`config.mk`:
```
export PLATFORM = sky130hd
export DESIGN_NAME = cacheline_arbiter
export DESIGN_NICKNAME = d
export VERILOG_FILES = /design/src/rtl/cache_pkg.sv /design/src/rtl/cacheline_arbiter.sv
export SDC_FILE = /design/constraint.sdc
export NUM_CORES = 1
export LEC_CHECK = 0
export ABC_AREA = 1
export ABC_CLOCK_PERIOD_IN_PS = 4800
export BUFFER_PORTS_ARGS = -buffer_cell sky130_fd_sc_hd__buf_2
export CELL_PAD_IN_SITES_DETAIL_PLACEMENT = 1
export CELL_PAD_IN_SITES_GLOBAL_PLACEMENT = 2
export CORE_AREA = 2 2 545 547
export CTS_CLUSTER_SIZE = 20
export DETAILED_ROUTE_END_ITERATION = 8
export DIE_AREA = 0 0 547 549
export PLACE_DENSITY = 0.3
export RECOVER_POWER = 25
export SKIP_CTS_REPAIR_TIMING = 1
export SYNTH_ARGS = -nofsm -noshare
export SYNTH_HDL_FRONTEND = slang
export SYNTH_SLANG_ARGS = --single-unit
```
`constraint.sdc`:
```
create_clock -name clk -period 4.8 [get_ports clk]
set_clock_uncertainty 0.2 [all_clocks]
set_input_delay 0.96 -clock clk [delete_from_list [all_inputs] [get_ports clk]]
set_output_delay 0.96 -clock clk [all_outputs]
set_load 0.05 [all_outputs]
```
`src/rtl/cache_pkg.sv`:
```
// Shared cache-subsystem types: arbiter state encoding, owner tag and line geometry.
package cache_pkg;

    typedef enum logic [1:0] {
        IDLE,
        I_BUSY,
        D_BUSY
    } arb_state_t;

    typedef enum logic {
        OWN_I,
        OWN_D
    } owner_t;

    localparam int unsigned LINE_OFFSET_BITS = 5;

endpackage

```
`src/rtl/cacheline_arbiter.sv`:
```
// Shares one 256-bit cacheline memory port between the I-cache and D-cache,
// serializing whole-line transactions with round-robin on ties.
module cacheline_arbiter
    import cache_pkg::*;
#(
    parameter int unsigned ADDR_WIDTH = 32,
    parameter int unsigned LINE_WIDTH = 256
) (
    input  logic                  clk,
    input  logic                  rst,
    input  logic                  i_read,
    input  logic [ADDR_WIDTH-1:0] i_addr,
    output logic [LINE_WIDTH-1:0] i_rdata,
    output logic                  i_resp,
    input  logic                  d_read,
    input  logic                  d_write,
    input  logic [ADDR_WIDTH-1:0] d_addr,
    input  logic [LINE_WIDTH-1:0] d_wdata,
    output logic [LINE_WIDTH-1:0] d_rdata,
    output logic                  d_resp,
    output logic                  mem_read,
    output logic                  mem_write,
    output logic [ADDR_WIDTH-1:0] mem_addr,
    output logic [LINE_WIDTH-1:0] mem_wdata,
    input  logic [LINE_WIDTH-1:0] mem_rdata,
    input  logic                  mem_resp
);

    localparam logic [ADDR_WIDTH-1:0] LINE_MASK = ~ADDR_WIDTH'((1 << LINE_OFFSET_BITS) - 1);

    arb_state_t state;
    owner_t     last_grant;

    logic                  req_any_c;
    logic                  grant_d_c;
    logic [ADDR_WIDTH-1:0] grant_addr_c;

    // D wins when it is the only requester or when I owned the port last.
    always_comb begin
        req_any_c    = i_read | d_read | d_write;
        grant_d_c    = (d_read | d_write) & (~i_read | (last_grant == OWN_I));
        grant_addr_c = grant_d_c ? d_addr : i_addr;
    end

    // Downstream controls come only from registers latched at grant time.
    always_ff @(posedge clk) begin
        if (rst) begin
            state      <= IDLE;
            last_grant <= OWN_I;
            mem_read   <= 1'b0;
            mem_write  <= 1'b0;
            mem_addr   <= '0;
            mem_wdata  <= '0;
        end else begin
            case (state)
                IDLE: begin
                    if (req_any_c) begin
                        mem_addr <= grant_addr_c & LINE_MASK;
                        if (grant_d_c) begin
                            state     <= D_BUSY;
                            mem_read  <= d_read;
                            mem_write <= d_write;
                            mem_wdata <= d_wdata;
                        end else begin
                            state     <= I_BUSY;
                            mem_read  <= 1'b1;
                            mem_write <= 1'b0;
                            mem_wdata <= '0;
                        end
                    end
                end
                I_BUSY, D_BUSY: begin
                    if (mem_resp) begin
                        state      <= IDLE;
                        mem_read   <= 1'b0;
                        mem_write  <= 1'b0;
                        last_grant <= (state == D_BUSY) ? OWN_D : OWN_I;
                    end
                end
                default: state <= IDLE;
            endcase
        end
    end

    // Response path is pure pass-through; a transaction cut by reset never completes.
    assign i_resp  = (state == I_BUSY) & mem_resp & ~rst;
    assign d_resp  = (state == D_BUSY) & mem_resp & ~rst;
    assign i_rdata = mem_rdata;
    assign d_rdata = mem_rdata;

    d_excl_a: assert property (@(posedge clk) disable iff (rst) !(d_read && d_write));
    req_known_a: assert property (@(posedge clk) disable iff (rst) !$isunknown({i_read, d_read, d_write}));

endmodule

```
Word level (Yosys, flattened, before mapping). Cells that the tools add are included.

Muxes and demuxes: 14. Bitwise operators: 12. Reduce and logical (&&, ||, !) cells: 7. Eq/ne operators: 4.

Operators by type and width (count): 256-bit two-way mux (1); 32-bit two-way mux (1); 1-bit two-way mux (6); 2-bit two-way mux (3); 2-bit AND reduction (3); 1-bit AND (5); 2-bit inequality test (second input constant) (2); 1-bit bitwise OR (4); 1-bit case mux with 2 select lines (2); 2-bit case mux with 2 select lines (1); 1-bit NOT (3); 3-bit AND reduction (1); 2-bit by 1-bit equality test with 1-bit output (second input constant) (1); 2-bit equality test (second input constant) (1); 2-bit zero test (1); 2-bit nonzero test (1); 2-bit OR reduction (1).

Logic and storage cells: 43. Output and inout port bits: 804. Bits of input ports: 582. Register bits after elaboration: 288.

Depth between registers and ports, before layout.
Word-level depth: 6. Depth in mapped cells: 8. Mapped depth without buffers: 8.

Worst setup path after synthesis. Ideal clock, no wire load.

Path kind: input -> output. From: input rst. To: output i_resp. Arrival: 1.964 ns. Path slack: 1.676 ns. Stages on the path: 3. Data required time: 3.640 ns. Cells stage by stage: buf_2 -> clkbuf_1 -> nor2_1.

Word-level cells in the longest chain between the ends: 2.

RTL lines: start, declared (RTL line cacheline_arbiter.sv:10) `input logic rst,`; 1-bit NOT (RTL line cacheline_arbiter.sv:86) `assign i_resp = (state == I_BUSY) & mem_resp & ~rst;`; 1-bit AND (RTL line cacheline_arbiter.sv:86); end, declared (RTL line cacheline_arbiter.sv:14) `output logic i_resp,`.

No other way between the ends.

Final worst setup path.
From: register state[0]. To: output d_resp.

Word-level cells in the longest chain between the ends: 3.

RTL lines: start, declared (RTL line cacheline_arbiter.sv:31) `arb_state_t state;`; start signal, assigned (RTL line cacheline_arbiter.sv:48) `state <= IDLE;`; start signal, assigned (RTL line cacheline_arbiter.sv:60) `state <= D_BUSY;`; start signal, assigned (RTL line cacheline_arbiter.sv:65) `state <= I_BUSY;`; 2-bit equality test (RTL line cacheline_arbiter.sv:87) `assign d_resp = (state == D_BUSY) & mem_resp & ~rst;`; 1-bit AND (2 in series) (RTL line cacheline_arbiter.sv:87); end, declared (RTL line cacheline_arbiter.sv:20) `output logic d_resp,`.

No other way between the ends.

==> impl_metrics.py <==
metrics = {
    "run_status": {
        "status": "complete, no violations",
    },
    "drt": {
        "viasPerCell": 2.11,
        "vias": 12600,
        "antenna_left": 0,
        "first_pass_iters": 4,
        "drc": 0,
        "drtIter0Drc": 394,
        "wl_mm": 110,
        "wl_per_cell_um": 18.5,
    },
    "clock_tree": {
        "h-tree-depth": 2,
        "clock-sinks": 288,
        "cts_root_buf": "clkbuf_16",
        "cts_tree": "built",
        "cts_buffers": 50,
        "clk_latency_ns": 0.68,
        "path_clk_slew_ns": 0.05,
        "clockBufferDepth": 3,
    },
    "global_routing": {
        "grt_overflow": 0,
        "antenna_found_initial": 55,
        "grt_pass1_vias": 13300,
        "grt_use_total_pct": 7.09,
        "grt_max_degree": 131,
        "grt_pass1_wl_mm": 140,
    },
    "synthesis": {
        "yosysWarningCount": 0,
        "netlist_instances": 1911,
        "yosysUniqueCellTypes": 24,
        "synth_area_sq_um": 14400,
        "syn_avg_cell_area_sq_um": 7.53,
        "synth-seq-cells": 288,
        "seq_area_frac_synth_pct": 40.1,
    },
    "hold_path": {
        "hold_path_end": "mem_wdata[183]",
        "hp-class": "reg -> reg",
        "min_from": "mem_wdata[183]",
        "holdPathStages": 2,
    },
    "floorplan": {
        "rows": 200,
        "die_x_um": 547,
        "dieHeight_um": 549,
        "dieArea_sq_um": 300000,
        "io_pins": 1386,
        "core_sq_um": 295000,
        "floorplan.initialDensity_pct": 4.88,
    },
    "timing": {
        "hold_violations": 0,
        "grt_setup_unrepaired": "false",
        "fin_setup_tns_ns": 0,
        "setup_viol_count_final": 0,
        "setup_slack_ns": 1.62,
        "relSlewSlack_pct": 9.80,
        "tightest_slew_ns": 1.35,
        "min_period_over_period_pct": 66.2,
        "timing.fmax_ghz": 0.315,
        "finalMaxSlewViolations": 0,
        "fin_crit_ns": 3.18,
    },
    "final_layout": {
        "final_cell_mix": "601 x buf_2, 581 x nand2_1, 288 x dfxtp_1, 260 x a21oi_1, 87 x nor2_1",
        "area_delta_synth_final_pct": 37.4,
        "final_common_cell": "buf_2",
        "fin_nets": 2556,
        "drive_gt1_share_pct": 34.6,
    },
    "critical_path": {
        "critPathRequiredTime_ns": 3.64,
        "worst_setup_path_end_kind": "output pin",
        "arrival_ns": 2.02,
        "r2r_slack_ns": 2.21,
        "worst_r2r_startpoint": "state[0]",
        "critical_path_class": "reg -> out",
        "start_kind": "register",
        "reg2reg_to": "mem_addr[30]",
        "crit_fanout": 3,
        "ff2ff_path_depth": 7,
    },
    "power_and_ir_drop": {
        "vdd_drop_max_mv": 0.265,
        "power.leakage_nw": 7.71,
        "p_per_area_nw_per_um2": 476,
    },
    "placement": {
        "pre_cts_slack_ns": 1.39,
        "place_congestion": 0.672,
        "hpwl_mm": 87.2,
        "io_buffers": 602,
    },
    "run": {
        "maxCapViolCount": 0,
    },
}
==> per-stage QoR <==
stage / cell area, sq um / hold slack [ns] / utilization, % / cells / power (mW)
floorplan: 14400 / 0.261 / - / 1915 / 5.78
global placement: 18200 / 0.251 / 6.15 / 5858 / 5.81
detailed placement: 18200 / 0.255 / 6.15 / 5858 / 5.80
CTS: 19800 / 0.186 / 6.70 / 5945 / 9.91
global route: 19800 / 0.246 / 6.70 / 5946 / 10.1
finish: 19800 / 0.259 / 6.70 / 5950 / 9.42
==> synth_stat cells, drive strengths merged <==
master	instances	share of area (%)
buf	583	30
nand2	582	15
dfxtp	288	40
a21oi	260	9.0
nor2	88	2.3
inv	37	0.98
clkbuf	33	0.94
o21ai	29	1.0
nand3	4	0.14
ha	3	0.26
a32o	1	0.070
conb	1	0.026
nand3b	1	0.052
or2	1	0.044
==> cell families after synthesis <==
| kind of cell | Yosys count | share of synthesized area (%) |
|---|---|---|
| simple gates | 676 | 17.8 |
| buf+inv | 653 | 31.7 |
| compound gates | 290 | 10.1 |
| flops | 288 | 40.1 |
| fa+ha+maj | 3 | 0.261 |
| other cells | 1 | 0.0261 |
==> per-layer routing <==
metal | wire, um | track usage (%) | up-vias
met5 | 378 | 0.443 | -
met3 | 16900 | 4.82 | 437
met2 | 45000 | 10.3 | 887
li1 | - | - | 5572
met1 | 39700 | 7.27 | 5648
met4 | 8170 | 4.81 | 32
==> layout make-up <==
type / count / area [sq um]
Tap cell: 3939 / 4930
Inverter: 37 / 141
Fill cell: 35400 / 275000
Timing Repair Buffer: 620 / 3220
Clock inverter: 14 / 223
Clock buffer: 73 / 1390
Multi-Input combinational cell: 974 / 4100
Sequential cell: 288 / 5770
Antenna cell: 5 / 12.5
==> where the power goes <==
part	switching [mW]	total, mW	internal (mW)
registers	0.157	2.84	2.68
clock network	1.57	3.83	2.26
logic	2.19	2.75	0.559
==> critical path: stages, from the launching register on <==
cell     delay [ns]
dfxtp_1        0.33
inv_1          0.09
ha_1           0.14
nand2_1        0.04
nor2_1         0.37
buf_2          0.36
==> registers in the layout, summed over array words and instances, names as in the netlist <==
register and flops:
state 2, mem_read 1, mem_wdata 256, mem_write 1
last_grant 1, mem_addr 27
==> worst max-delay path by stage <==
stage          slack, ns  startpoint  cells past startpoint           end
2_1_floorplan       1.68         rst                      3        i_resp
3_3_place_gp        1.36     d_write                      8  mem_addr[30]
3_5_place_dp        1.39     d_write                      8  mem_addr[30]
4_1_cts             1.37    state[0]                      5        d_resp
5_1_grt             1.42    state[0]                      5        d_resp
6_report            1.62    state[0]                      5        d_resp
(Power assumes the default switching activity.)
